===== src/rtl/cpu_pkg.sv =====
`default_nettype none
// ============================================================================
//  Module      : cpu_pkg
//  Description : Shared CPU constants and writeback types: data width,
//                register count and index width, writeback source encoding
//                and the {valid, rd, data} writeback request bundle.
//  Revision    : 1.0 - initial release
// ============================================================================
package cpu_pkg;

    localparam int XLEN   = 32;
    localparam int NREG   = 32;
    localparam int RIDX_W = $clog2(NREG);

    typedef enum logic [1:0] {
        WB_SRC_ALU = 2'd0,
        WB_SRC_LSU = 2'd1,
        WB_SRC_MDU = 2'd2
    } wb_src_e;

    typedef struct packed {
        logic              valid;
        logic [RIDX_W-1:0] rd;
        logic [XLEN-1:0]   data;
    } wb_req_t;

    function automatic wb_req_t mk_req(input logic              valid,
                                       input logic [RIDX_W-1:0] rd,
                                       input logic [XLEN-1:0]   data);
        wb_req_t req;
        req.valid = valid;
        req.rd    = rd;
        req.data  = data;
        return req;
    endfunction

endpackage
`default_nettype wire


===== src/rtl/wb_arbiter_if.sv =====
`default_nettype none
// ============================================================================
//  Module      : wb_arbiter_if
//  Description : Writeback bus between the execute units / decode (master)
//                and the writeback arbiter (slave).
//  Ports       : master drives ALU/LSU/MDU results and decode issue info;
//                slave drives lsu_ready, mdu_ready, busy and the register
//                file write port (rd, result, reg_write).
//  Revision    : 1.0 - initial release
// ============================================================================
interface wb_arbiter_if #(
    parameter int XLEN = cpu_pkg::XLEN,
    parameter int NREG = cpu_pkg::NREG
);
    localparam int C_RIDX_W = $clog2(NREG);

    logic                alu_valid;
    logic [C_RIDX_W-1:0] alu_rd;
    logic [XLEN-1:0]     alu_result;
    logic                lsu_valid;
    logic                lsu_ready;
    logic [C_RIDX_W-1:0] lsu_rd;
    logic [XLEN-1:0]     lsu_data;
    logic                mdu_valid;
    logic                mdu_ready;
    logic [C_RIDX_W-1:0] mdu_rd;
    logic [XLEN-1:0]     mdu_result;
    logic                issue_valid;
    logic [C_RIDX_W-1:0] issue_rd;
    logic [NREG-1:0]     busy;
    logic [C_RIDX_W-1:0] rd;
    logic [XLEN-1:0]     result;
    logic                reg_write;

    modport master (
        output alu_valid, alu_rd, alu_result,
        output lsu_valid, lsu_rd, lsu_data,
        output mdu_valid, mdu_rd, mdu_result,
        output issue_valid, issue_rd,
        input  lsu_ready, mdu_ready, busy, rd, result, reg_write
    );

    modport slave (
        input  alu_valid, alu_rd, alu_result,
        input  lsu_valid, lsu_rd, lsu_data,
        input  mdu_valid, mdu_rd, mdu_result,
        input  issue_valid, issue_rd,
        output lsu_ready, mdu_ready, busy, rd, result, reg_write
    );

endinterface
`default_nettype wire


===== src/rtl/wb_scoreboard.sv =====
`default_nettype none
// ============================================================================
//  Module      : wb_scoreboard
//  Description : Per-register pending-write vector for long-latency ops.
//                A bit is set one cycle after issue and cleared one cycle
//                after the LSU/MDU writeback to that register is accepted.
//                Set beats clear on the same register (a newer op is in
//                flight). Bit 0 (x0) is never set.
//  Ports       : clk, rst (sync, active high)
//                i_set_valid / i_set_rd : decode issue of a long-latency op
//                i_clr_valid / i_clr_rd : LSU/MDU writeback accepted
//                o_busy                 : registered pending-write vector
//  Revision    : 1.0 - initial release
// ============================================================================
module wb_scoreboard #(
    parameter  int NREG     = cpu_pkg::NREG,
    localparam int C_RIDX_W = $clog2(NREG)
) (
    input  logic                clk,
    input  logic                rst,
    input  logic                i_set_valid,
    input  logic [C_RIDX_W-1:0] i_set_rd,
    input  logic                i_clr_valid,
    input  logic [C_RIDX_W-1:0] i_clr_rd,
    output logic [NREG-1:0]     o_busy
);

    logic [NREG-1:0] r_busy;
    logic [NREG-1:0] w_busy_nxt;

    // Clear applied first so a coincident set on the same index wins.
    always_comb begin
        w_busy_nxt = r_busy;
        if (i_clr_valid) begin
            w_busy_nxt[i_clr_rd] = 1'b0;
        end
        if (i_set_valid) begin
            w_busy_nxt[i_set_rd] = 1'b1;
        end
        w_busy_nxt[0] = 1'b0;
    end

    always_ff @(posedge clk) begin
        if (rst) begin
            r_busy <= '0;
        end else begin
            r_busy <= w_busy_nxt;
        end
    end

    assign o_busy = r_busy;

endmodule
`default_nettype wire


===== src/rtl/wb_arbiter.sv =====
`default_nettype none
// ============================================================================
//  Module      : wb_arbiter
//  Description : Merges ALU, LSU and MDU results onto the register file's
//                single registered write port. ALU has absolute priority;
//                with the ALU idle, LSU and MDU alternate by round-robin.
//                Writes to x0 are accepted and dropped.
//  Ports       : clk, rst (sync, active high)
//                bus (wb_arbiter_if.slave):
//                  alu_valid/alu_rd/alu_result     ALU result (always taken)
//                  lsu_valid/lsu_rd/lsu_data       load result, lsu_ready out
//                  mdu_valid/mdu_rd/mdu_result     mul/div result, mdu_ready out
//                  issue_valid/issue_rd            long-latency issue
//                  busy                            pending-write vector
//                  rd/result/reg_write             register file write port
//  Config      : WB_SCOREBOARD_EN - when defined, the pending-write
//                scoreboard is built; otherwise busy is tied to zero and the
//                issue inputs are ignored.
//  Revision    : 1.0 - initial release
// ============================================================================
module wb_arbiter
    import cpu_pkg::*;
#(
    parameter  int XLEN     = cpu_pkg::XLEN,
    parameter  int NREG     = cpu_pkg::NREG,
    localparam int C_RIDX_W = $clog2(NREG)
) (
    input  logic          clk,
    input  logic          rst,
    wb_arbiter_if.slave   bus
);

    logic                r_rr_lsu;
    logic [C_RIDX_W-1:0] r_rd;
    logic [XLEN-1:0]     r_result;
    logic                r_reg_write;

    logic                w_lsu_ready;
    logic                w_mdu_ready;
    wb_src_e             w_src;
    wb_req_t             w_sel_req;
    logic [NREG-1:0]     w_busy;

    // Readies are forced low in reset so no source believes it was consumed.
    assign w_lsu_ready = ~rst & ~bus.alu_valid & bus.lsu_valid
                         & (r_rr_lsu | ~bus.mdu_valid);
    assign w_mdu_ready = ~rst & ~bus.alu_valid & bus.mdu_valid
                         & (~r_rr_lsu | ~bus.lsu_valid);

    // Source choice. MDU is the fall-through when ALU is idle; its request
    // is only valid when mdu_ready is high, so "nothing accepted" simply
    // shows up as an invalid MDU request.
    always_comb begin
        w_src = WB_SRC_ALU;
        if (!bus.alu_valid) begin
            w_src = w_lsu_ready ? WB_SRC_LSU : WB_SRC_MDU;
        end
    end

    always_comb begin
        w_sel_req = '0;
        case (w_src)
            WB_SRC_ALU: w_sel_req = mk_req(bus.alu_valid, bus.alu_rd, bus.alu_result);
            WB_SRC_LSU: w_sel_req = mk_req(w_lsu_ready,   bus.lsu_rd, bus.lsu_data);
            WB_SRC_MDU: w_sel_req = mk_req(w_mdu_ready,   bus.mdu_rd, bus.mdu_result);
            default:    w_sel_req = '0;
        endcase
    end

    always_ff @(posedge clk) begin
        if (rst) begin
            r_rd        <= '0;
            r_result    <= '0;
            r_reg_write <= 1'b0;
            r_rr_lsu    <= 1'b1;
        end else begin
            r_reg_write <= w_sel_req.valid & (w_sel_req.rd != '0);
            if (w_sel_req.valid) begin
                r_rd     <= w_sel_req.rd;
                r_result <= w_sel_req.data;
            end
            if (w_lsu_ready) begin
                r_rr_lsu <= 1'b0;
            end else if (w_mdu_ready) begin
                r_rr_lsu <= 1'b1;
            end
        end
    end

`ifdef WB_SCOREBOARD_EN
    // Only LSU/MDU accepts retire pending writes; ALU results never do.
    logic w_clr_valid;
    assign w_clr_valid = w_lsu_ready | w_mdu_ready;

    wb_scoreboard #(
        .NREG        (NREG)
    ) u_scoreboard (
        .clk         (clk),
        .rst         (rst),
        .i_set_valid (bus.issue_valid),
        .i_set_rd    (bus.issue_rd),
        .i_clr_valid (w_clr_valid),
        .i_clr_rd    (w_sel_req.rd),
        .o_busy      (w_busy)
    );
`else
    logic w_unused_issue;
    assign w_unused_issue = ^{bus.issue_valid, bus.issue_rd};
    assign w_busy         = '0;
`endif

    assign bus.lsu_ready = w_lsu_ready;
    assign bus.mdu_ready = w_mdu_ready;
    assign bus.busy      = w_busy;
    assign bus.rd        = r_rd;
    assign bus.result    = r_result;
    assign bus.reg_write = r_reg_write;

endmodule
`default_nettype wire


===== src/flat_wrapper.sv =====
// flat-port wrapper written by rule: the top's interface ports become plain ports
module wb_arbiter_flat import cpu_pkg::*;
#(
    parameter  int XLEN     = cpu_pkg::XLEN,
    parameter  int NREG     = cpu_pkg::NREG,
    localparam int C_RIDX_W = $clog2(NREG)
)
  (clk, rst, bus_alu_valid, bus_alu_rd, bus_alu_result, bus_lsu_valid, bus_lsu_rd, bus_lsu_data, bus_mdu_valid, bus_mdu_rd, bus_mdu_result, bus_issue_valid, bus_issue_rd, bus_lsu_ready, bus_mdu_ready, bus_busy, bus_rd, bus_result, bus_reg_write);
  wb_arbiter_if #(.XLEN(XLEN), .NREG(NREG)) bus_i ();
  input  logic clk;
  input  logic rst;
  input wire logic [$bits(bus_i.alu_valid)-1:0] bus_alu_valid;
  input wire logic [$bits(bus_i.alu_rd)-1:0] bus_alu_rd;
  input wire logic [$bits(bus_i.alu_result)-1:0] bus_alu_result;
  input wire logic [$bits(bus_i.lsu_valid)-1:0] bus_lsu_valid;
  input wire logic [$bits(bus_i.lsu_rd)-1:0] bus_lsu_rd;
  input wire logic [$bits(bus_i.lsu_data)-1:0] bus_lsu_data;
  input wire logic [$bits(bus_i.mdu_valid)-1:0] bus_mdu_valid;
  input wire logic [$bits(bus_i.mdu_rd)-1:0] bus_mdu_rd;
  input wire logic [$bits(bus_i.mdu_result)-1:0] bus_mdu_result;
  input wire logic [$bits(bus_i.issue_valid)-1:0] bus_issue_valid;
  input wire logic [$bits(bus_i.issue_rd)-1:0] bus_issue_rd;
  output wire logic [$bits(bus_i.lsu_ready)-1:0] bus_lsu_ready;
  output wire logic [$bits(bus_i.mdu_ready)-1:0] bus_mdu_ready;
  output wire logic [$bits(bus_i.busy)-1:0] bus_busy;
  output wire logic [$bits(bus_i.rd)-1:0] bus_rd;
  output wire logic [$bits(bus_i.result)-1:0] bus_result;
  output wire logic [$bits(bus_i.reg_write)-1:0] bus_reg_write;
  assign bus_i.alu_valid = bus_alu_valid;
  assign bus_i.alu_rd = bus_alu_rd;
  assign bus_i.alu_result = bus_alu_result;
  assign bus_i.lsu_valid = bus_lsu_valid;
  assign bus_i.lsu_rd = bus_lsu_rd;
  assign bus_i.lsu_data = bus_lsu_data;
  assign bus_i.mdu_valid = bus_mdu_valid;
  assign bus_i.mdu_rd = bus_mdu_rd;
  assign bus_i.mdu_result = bus_mdu_result;
  assign bus_i.issue_valid = bus_issue_valid;
  assign bus_i.issue_rd = bus_issue_rd;
  assign bus_lsu_ready = bus_i.lsu_ready;
  assign bus_mdu_ready = bus_i.mdu_ready;
  assign bus_busy = bus_i.busy;
  assign bus_rd = bus_i.rd;
  assign bus_result = bus_i.result;
  assign bus_reg_write = bus_i.reg_write;
  wb_arbiter #(.XLEN(XLEN), .NREG(NREG)) u_core (.clk(clk), .rst(rst), .bus(bus_i));
endmodule

===== config.mk =====
export PLATFORM = sky130hd
export DESIGN_NAME = wb_arbiter_flat
export DESIGN_NICKNAME = d
export VERILOG_FILES = /design/src/rtl/cpu_pkg.sv /design/src/rtl/wb_arbiter_if.sv /design/src/rtl/wb_scoreboard.sv /design/src/rtl/wb_arbiter.sv /design/src/flat_wrapper.sv
export SDC_FILE = /design/constraint.sdc
export NUM_CORES = 1
export LEC_CHECK = 0
export ABC_CLOCK_PERIOD_IN_PS = 3350
export BUFFER_PORTS_ARGS = -buffer_cell sky130_fd_sc_hd__buf_2
export CORE_ASPECT_RATIO = 2
export CORE_UTILIZATION = 41
export CTS_CLUSTER_SIZE = 16
export DETAILED_ROUTE_END_ITERATION = 10
export PLACE_DENSITY = 0.86
export REMOVE_ABC_BUFFERS = 1
export SLEW_MARGIN = 40
export SYNTH_ARGS = -nofsm -noshare
export SYNTH_HDL_FRONTEND = slang
export SYNTH_SLANG_ARGS = --single-unit
export TNS_END_PERCENT = 30

===== constraint.sdc =====
create_clock -name clk -period 3.35 [get_ports clk]
set_input_delay 0.8375 -clock clk [delete_from_list [all_inputs] [get_ports clk]]
set_output_delay 0.8375 -clock clk [all_outputs]
set_load 0.01 [all_outputs]

==> results of run 1 <==
==> cell type report <==
cell class	count	area, sq um	share of cell area [%]
repair buffers	161	820.8	27.42
clock inverters	2	35.03	1.171
flip-flops and latches	39	780.7	26.09
well taps	58	72.57	2.425
multi-input cells	202	1194	39.88
clock buffers	6	82.58	2.759
inverters	2	7.507	0.2508
==> placed cells by master (no fill, tap or decap), drive strengths merged, types with 2 or more instances in the layout <==
| cell | Yosys | routed |
|---|---|---|
| a211oi | 35 | 35 |
| clkbuf | 10 | 6 |
| nor2 | 40 | 40 |
| buf | 46 | 161 |
| a21oi | 3 | 3 |
| nand4b | 2 | 2 |
| mux2 | 2 | 2 |
| a22oi | 32 | 32 |
| and2 | 3 | 3 |
| conb | 1 | 32 |
| inv | 2 | 2 |
| nand2 | 4 | 4 |
| o211ai | 2 | 2 |
| dfxtp | 39 | 39 |
| o21ai | 33 | 33 |
| a221oi | 3 | 3 |
==> registers in the layout, summed over array words and instances, names as in the netlist <==
| name | cells |
|---|---|
| u_core.bus.rd | 5 |
| u_core.r_rr_lsu | 1 |
| u_core.bus.result | 32 |
| u_core.bus.reg_write | 1 |
==> routing by layer <==
metal | wire (um) | global-route usage [%] | vias up
met5 | 0 | 0 | -
met4 | 216 | 11.17 | 0
met3 | 419 | 3.720 | 22
met2 | 3638 | 42.50 | 136
met1 | 2544 | 24.69 | 1130
li1 | - | - | 1207
==> power breakdown <==
group	switching [mW]	internal, mW
clock network	0.163	0.241
registers	0.0179	0.502
logic	0.159	0.129
total	0.340	0.872
==> worst min-delay path, cell delays in order, from the launching register on <==
cell,delay [ps]
dfxtp_1,320
nand2_1,50
a21oi_1,50
==> metrics by stage <==
step	utilization, %	instance area [sq um]	worst slack (ps)
final	57.72	2993	664.3
after global routing	57.72	2993	626.9
after CTS	57.72	2993	681.0
after detailed placement	55.45	2875	624.8
after global placement	55.45	2875	705.0
after floorplan	-	1974	839.5
==> cells by family (layout without fill, tap and decap cells) <==
family	Yosys count	after routing	share of synthesized area, %
AO/OA/AOI/OAI	113	113	35.32
buffers and inverters	58	171	16.82
AND/OR/NAND/NOR	55	55	11.59
other	1	32	0.1686
multiplexers	2	2	1.012
flip-flops	39	39	35.10
==> final timing paths <==
kind,start,slack (ps),endpoint
max,bus_alu_valid,660,bus_lsu_ready
min reg2reg,u_core.bus.rd[2],460,u_core.bus.rd[2]
max reg2reg,u_core.r_rr_lsu,1630,u_core.bus.rd[3]
min,u_core.bus.rd[2],460,u_core.bus.rd[2]
==> impl_metrics.csv, run 1 <==
group,metric,value,unit
logic_synthesis,synth_common_cells,"39 x dfxtp_1, 39 x nor2_1, 35 x a211oi_1, 33 x buf_4, 32 x a22oi_1",
layout,final_cells,470,
sta,finalClockSkew,5.538,ps
detailed_routing,first_pass_iters,4,
outcome,status,"finished, final reports clean",
min_path,min_path_type,"reg -> reg",
min_path,hold_depth,2,
layout,layout-drive-gt1-share,42.96,%
logic_synthesis,synth_top_area_share,35.10,%
clock_tree,cts_buffers,5,
die,dieWidth,54.09,um
detailed_routing,routed_wl,6819,um
logic_synthesis,syn_area,2225,sq um
logic_synthesis,synth_top_area_cell,"dfxtp_1",
clock_tree,clockBufferDepth,2,
placed_design,port_buffers,155,
sta,rsz0062_at_grt,"false",
logic_synthesis,seq_area_frac_synth,35.10,%
worst_setup_path,slowest_delay,330,ps
logic_synthesis,yosysUniqueCellTypes,33,
die,rows,37,
sta,fmax,372.3,MHz
clock_tree,cts-hold-fix-buffers,0,
placed_design,place_hpwl,5073,um
logic_synthesis,ys_seq_elements,39,
worst_setup_path,arrival,1850,ps
worst_setup_path,critPathKind,"in -> out",
clock_tree,clk_latency,290,ps
worst_setup_path,slowest_stage,"and3_4",
logic_synthesis,yosysWarnings,0,
layout,fill_cells,511,
worst_setup_path,worstRegToRegCells,5,
run,cap_violations,0,
die,die-area,5742,sq um
logic_synthesis,synth-edff-count,0,
worst_setup_path,cp.depth,4,
detailed_routing,via_per_inst,5.309,
power_and_ir_drop,power_leakage,1.485,nW
logic_synthesis,yosys_most_used_dff,"dfxtp_1",
clock_tree,cts_tree,"yes",
global_route,grt_pass1_vias,2238,
detailed_routing,final_antenna_net_count,0,
worst_setup_path,required,2510,ps
die,initial_utilization,42.91,%
global_route,grt_max_degree,40,
sta,slew_viol_final,0,
clock_tree,cts.clk_slew.worst_paths,80,ps
detailed_routing,post_drt_wl_per_cell,14.51,um
sta,final-hold-violation-count,0,
clock_tree,htreeDepth,2,
detailed_routing,vias,2495,
placed_design,gp_congestion,0.8361,
detailed_routing,drtIter0Drc,86,
die,core,5185,sq um
logic_synthesis,synth.area.top_cells,"dfxtp_1 35%, a211oi_1 12%, buf_4 11%, a22oi_1 11%, nor2_1 6.6%",
power_and_ir_drop,power,1.212,mW
global_route,overflow,0,
power_and_ir_drop,powerDensity,405.1,nW/um^2
logic_synthesis,syn-instance-count,268,
sta,final.setup.tns,0,ps
sta,setup_viol,0,
die,io_pins,194,
logic_synthesis,avgSynthCellArea,8.301,sq um
clock_tree,cts_root_buf,"clkbuf_8",
power_and_ir_drop,ir_worst_vdd,0.4036,mV
layout,fin_nets,533,
layout,syn_to_final_growth,34.53,%
worst_setup_path,crit_buf_inv,2,
clock_tree,cts_setup_buffers,0,
worst_setup_path,crit_chain,"buf_2 > nor2_4 > and3_4 > buf_2",
global_route,track_usage,23.56,%
sta,fin_crit_sh,80.17,%
die,fp.dieH,106.2,um
placed_design,dp_cells,462,
sta,hold_slack,464.5,ps
sta,min_period,2686,ps
worst_setup_path,worstSetupStartpointType,"primary input",
detailed_routing,drc_errors,0,
worst_setup_path,timing.critical_path.mode_cell,"buf_2",
layout,diodes,0,
worst_setup_path,cp_top_family,"simple AND/OR/NAND/NOR gates",
worst_setup_path,critPathMaxFanout,22,
worst_setup_path,endpoint_kind,"output pin",
global_route,grt_pass1_wl,10030,um
clock_tree,cts-resized-gates,0,
clock_tree,cts_sinks,39,
global_route,antenna_found_initial,0,
logic_synthesis,async_flop_share,0,%
(Power assumes the default switching activity.)
==> inputs of run 2 (changes only) <==
Settings changed: ABC_CLOCK_PERIOD_IN_PS 3350 to 2750, CORE_UTILIZATION 41 to 38, PLACE_DENSITY 0.86 to 0.81.
Clock period 3.35 ns to 2.75 ns, I/O delays scaled along.
==> run 2 against run 1 <==
  * Clock skew shrank 1.3 ps
  * Clock power up 63%
  * Utilization down 3.0 points
  * Largest cell class unchanged
==> impl_metrics.csv, run 2 (synthesized netlist as in run 1, its figures left out) <==
group,metric,value,unit
outcome,status,"finished, final reports clean",
power_and_ir_drop,ir_worst_vdd,0.6111,mV
worst_setup_path,worstRegToRegCells,5,
sta,fmax,444.5,MHz
worst_setup_path,critPathKind,"in -> out",
detailed_routing,post_drt_wl_per_cell,14.52,um
placed_design,gp_congestion,0.7844,
global_route,grt_max_degree,33,
run,cap_violations,0,
clock_tree,cts_sinks,39,
placed_design,place_hpwl,5235,um
layout,multiInputGateArea,1194,sq um
die,initial_utilization,39.30,%
detailed_routing,vias,2507,
clock_tree,cts_buffers,5,
sta,final.setup.tns,0,ps
layout,fin_util,54.69,%
worst_setup_path,timing.rr.end,"u_core.bus.result[9]",
power_and_ir_drop,power_leakage,1.530,nW
detailed_routing,drc_errors,0,
worst_setup_path,slowest_delay,380,ps
global_route,antenna_found_initial,0,
clock_tree,clk_latency,280,ps
worst_setup_path,required,2060,ps
die,core,5660,sq um
layout,fill_cells,549,
global_route,grt_pass1_wl,10480,um
clock_tree,cts-resized-gates,0,
placed_design,pre_cts_ws,428.9,ps
worst_setup_path,reg2reg_slack,1060,ps
clock_tree,cts_setup_buffers,0,
clock_tree,cts_tree,"yes",
die,io_pins,194,
detailed_routing,final_antenna_net_count,0,
power_and_ir_drop,powerDensity,533.9,nW/um^2
worst_setup_path,arrival,1560,ps
layout,fin_nets,535,
global_route,grt_pass1_vias,2306,
die,fp.dieH,110.2,um
layout,final_common_cell,"buf_2",
worst_setup_path,reg2reg_from,"u_core.r_rr_lsu",
detailed_routing,drtIter0Drc,94,
placed_design,port_buffers,155,
min_path,hold_path.startpoint,"u_core.bus.rd[0]",
min_path,min_path_type,"reg -> reg",
sta,slew_viol_final,0,
sta,min_period,2249,ps
layout,diodes,0,
min_path,hold-path-endpoint,"u_core.bus.rd[0]",
detailed_routing,via_per_inst,5.278,
layout,syn_to_final_growth,39.15,%
detailed_routing,routed_wl,6899,um
clock_tree,cts-hold-fix-buffers,0,
die,dieWidth,56.11,um
layout,layout-drive-gt1-share,43.24,%
clock_tree,cts_root_buf,"clkbuf_16",
worst_setup_path,slowest_stage,"and3_4",
global_route,overflow,0,
worst_setup_path,crit_chain,"buf_2 > nor2_4 > and3_4 > buf_2",
sta,finalClockSkew,4.226,ps
worst_setup_path,critPathMaxFanout,20,
layout,ff_latch_area,780.7,sq um
sta,worst_pin_slew,530.0,ps
min_path,hold_depth,2,
die,rows,39,
sta,fin_crit_sh,81.80,%
worst_setup_path,worstSetupStartpointType,"primary input",
sta,setup_slack,500.5,ps
detailed_routing,first_pass_iters,4,
clock_tree,clockBufferDepth,2,
sta,final-hold-violation-count,0,
sta,hold_slack,453.6,ps
global_route,track_usage,21.61,%
worst_setup_path,endpoint_kind,"output pin",
sta,setup_viol,0,
worst_setup_path,timing.critical_path.mode_cell,"buf_2",
clock_tree,htreeDepth,2,
layout,largest_reg_flops,32,
clock_tree,cts.clk_slew.worst_paths,60,ps
die,die-area,6183,sq um
sta,rsz0062_at_grt,"false",
layout,final_cell_mix,"155 x buf_2, 39 x nor2_1, 39 x dfxtp_1",
worst_setup_path,startpoint,"bus_alu_valid",
sta,slew_headroom,64.57,%
[run 2: layout make-up]
cell class | count | share of cell area, %
Inverter | 2 | 0.2425
Tap cell | 61 | 2.466
Clock inverter | 3 | 1.415
Timing Repair Buffer | 163 | 28.05
Multi-Input combinational cell | 202 | 38.56
Sequential cell | 39 | 25.22
Clock buffer | 5 | 4.042
[run 2: how the worst max path moves through the flow]
stage,endpoint,depth (start not counted)
floorplan,bus_mdu_ready,3
global placement,u_core.bus.result[23],7
detailed placement,u_core.bus.result[9],7
CTS,bus_lsu_ready,4
global route,bus_lsu_ready,4
finish,bus_lsu_ready,4
[run 2: routing by layer]
metal  routed length (um)  global-route usage, %
met1                 2521                  22.74
met2                 3694                  38.61
met3                  402                  3.501
met4                  281                  15.33
met5                    0                      0
[run 2: worst max-delay path: cells and delay by family]
family                 cells  cell delay, ps
AND/OR/NAND/NOR            2             540
buffers and inverters      2             330
[run 2: where the power goes]
group | internal (mW) | total (mW) | leakage [nW] | switching, mW
Sequential | 0.612 | 0.634 | 0.324 | 0.0221
Combinational | 0.166 | 0.361 | 1.12 | 0.195
Clock | 0.427 | 0.657 | 0.0838 | 0.229
[run 2: metrics by stage]
step / cell area (sq um) / cells / power (mW)
final: 3095 / 475 / 1.653
after global placement: 2899 / 466 / 0.9930
after floorplan: 1974 / 243 / 0.8091
after global routing: 3095 / 475 / 1.739
after detailed placement: 2927 / 467 / 1.007
after CTS: 3095 / 475 / 1.671
==> inputs of run 3 (changes only) <==
Settings changed: ABC_CLOCK_PERIOD_IN_PS 2750 to 2200.
Clock period 2.75 ns to 2.2 ns, I/O delays scaled along.
==> run 3 against run 2 <==
  * Combinational power grew 26%
  * Non-clock buffer count grew 3
  * Via count grew 1.4%
  * Sequential share of layout area shrank 0.16 points
  * Highest routed layer unchanged
  * Final cell count grew 0.63%
  * First-iteration DRC count grew 1.1%
  * Utilization grew 0.35 points
  * Count of clock-buffer cells in the layout grew 1
  * Power grew 27%
==> impl_metrics.csv, run 3 (synthesized netlist as in run 1, its figures left out) <==
group,metric,value,unit
outcome,status,"finished, final reports clean",
layout,fin_nets,538,
die,die-area,6183,sq um
layout,final_common_cell,"buf_2",
min_path,min_path_type,"reg -> reg",
layout,fill_cells,561,
die,initial_utilization,39.30,%
clock_tree,clk_latency,270,ps
placed_design,dp_cells,470,
power_and_ir_drop,powerDensity,672.4,nW/um^2
sta,setup_slack,277.6,ps
clock_tree,cts-resized-gates,0,
sta,finalClockSkew,3.543,ps
global_route,overflow,0,
global_route,busiest_layer,"met2",
global_route,use_met1,23.92,%
sta,hold_slack,449.6,ps
global_route,met2_usage,40.99,%
clock_tree,clockBufferDepth,2,
global_route,track_usage,21.65,%
detailed_routing,final_antenna_net_count,0,
worst_setup_path,worstSetupStartpointType,"primary input",
worst_setup_path,critPathKind,"in -> out",
detailed_routing,routed_wl,7012,um
sta,final.setup.tns,0,ps
die,dieWidth,56.11,um
clock_tree,cts_sinks,39,
run,cap_violations,0,
sta,setup_viol,0,
global_route,grt_pass1_vias,2239,
die,io_pins,194,
layout,fin_util,55.04,%
layout,largest_reg_flops,32,
layout,layout-drive-gt1-share,43.65,%
placed_design,gp_congestion,0.8353,
sta,final-hold-violation-count,0,
clock_tree,cts_buffers,5,
die,core,5660,sq um
detailed_routing,vias,2542,
layout,final_cell_mix,"155 x buf_2, 39 x nor2_1, 39 x dfxtp_1",
layout,diodes,0,
power_and_ir_drop,power_leakage,1.545,nW
clock_tree,cts_setup_buffers,0,
die,fp.dieH,110.2,um
clock_tree,cts_root_buf,"clkbuf_16",
clock_tree,cts_tree,"yes",
global_route,grt_max_degree,40,
layout,final_cells,478,
worst_setup_path,arrival,1370,ps
detailed_routing,drtIter0Drc,95,
layout,finalInstanceArea,3115,sq um
sta,min_period,1922,ps
placed_design,place_area,2942,sq um
layout,syn_to_final_growth,40.05,%
die,rows,39,
detailed_routing,drc_errors,0,
sta,fin_crit_sh,87.38,%
sta,rsz0062_at_grt,"false",
global_route,antenna_found_initial,0,
power_and_ir_drop,ir_worst_vdd,0.6925,mV
clock_tree,cts.clk_slew.worst_paths,60,ps
clock_tree,htreeDepth,2,
sta,fmax,520.2,MHz
global_route,grt_pass1_wl,10450,um
worst_setup_path,endpoint_kind,"output pin",
clock_tree,cts-hold-fix-buffers,0,
power_and_ir_drop,power,2.095,mW
sta,slew_viol_final,0,
worst_setup_path,required,1650,ps
detailed_routing,post_drt_wl_per_cell,14.67,um
worst_setup_path,critPathMaxFanout,16,
global_route,grtUsageMet3,2.800,%
placed_design,port_buffers,155,
placed_design,place_hpwl,5411,um
detailed_routing,via_per_inst,5.318,
placed_design,pre_cts_ws,264.5,ps
detailed_routing,first_pass_iters,4,
run 3: layout make-up:
cell class	count	area, sq um	area share (%)
tap	61	76.32	2.450
clock inverter	2	35.03	1.124
timing repair buffer	166	883.3	28.35
sequential	39	780.7	25.06
clock buffer	6	138.9	4.458
multi-input combinational	202	1194	38.31
inverter	2	7.507	0.2410
run 3: final timing paths:
kind | from | end | slack (ps) | cells past startpoint
setup / recovery | bus_alu_valid | bus_lsu_ready | 280 | 4
setup reg to reg | u_core.r_rr_lsu | u_core.bus.result[9] | 550 | 5
hold reg to reg | u_core.bus.rd[0] | u_core.bus.rd[0] | 450 | 2
hold / removal | u_core.bus.rd[0] | u_core.bus.rd[0] | 450 | 2
run 3: routing by layer:
metal  vias up  share of wire, %
met5         -                 0
met4         0               2.8
met3        18               6.0
met2       141                54
met1      1164                37
li1       1219                 -
run 3: worst max-delay path: stages:
cell	delay [ps]
buf_2	140
nor2_4	160
and3_4	340
buf_2	170
run 3: where the power goes:
| part | switching, mW | total, mW | leakage, nW | internal [mW] |
|---|---|---|---|---|
| sequential | 0.0273 | 0.793 | 0.324 | 0.765 |
| clock | 0.283 | 0.846 | 0.0868 | 0.564 |
| combinational | 0.247 | 0.456 | 1.13 | 0.209 |
| total | 0.557 | 2.09 | 1.54 | 1.54 |
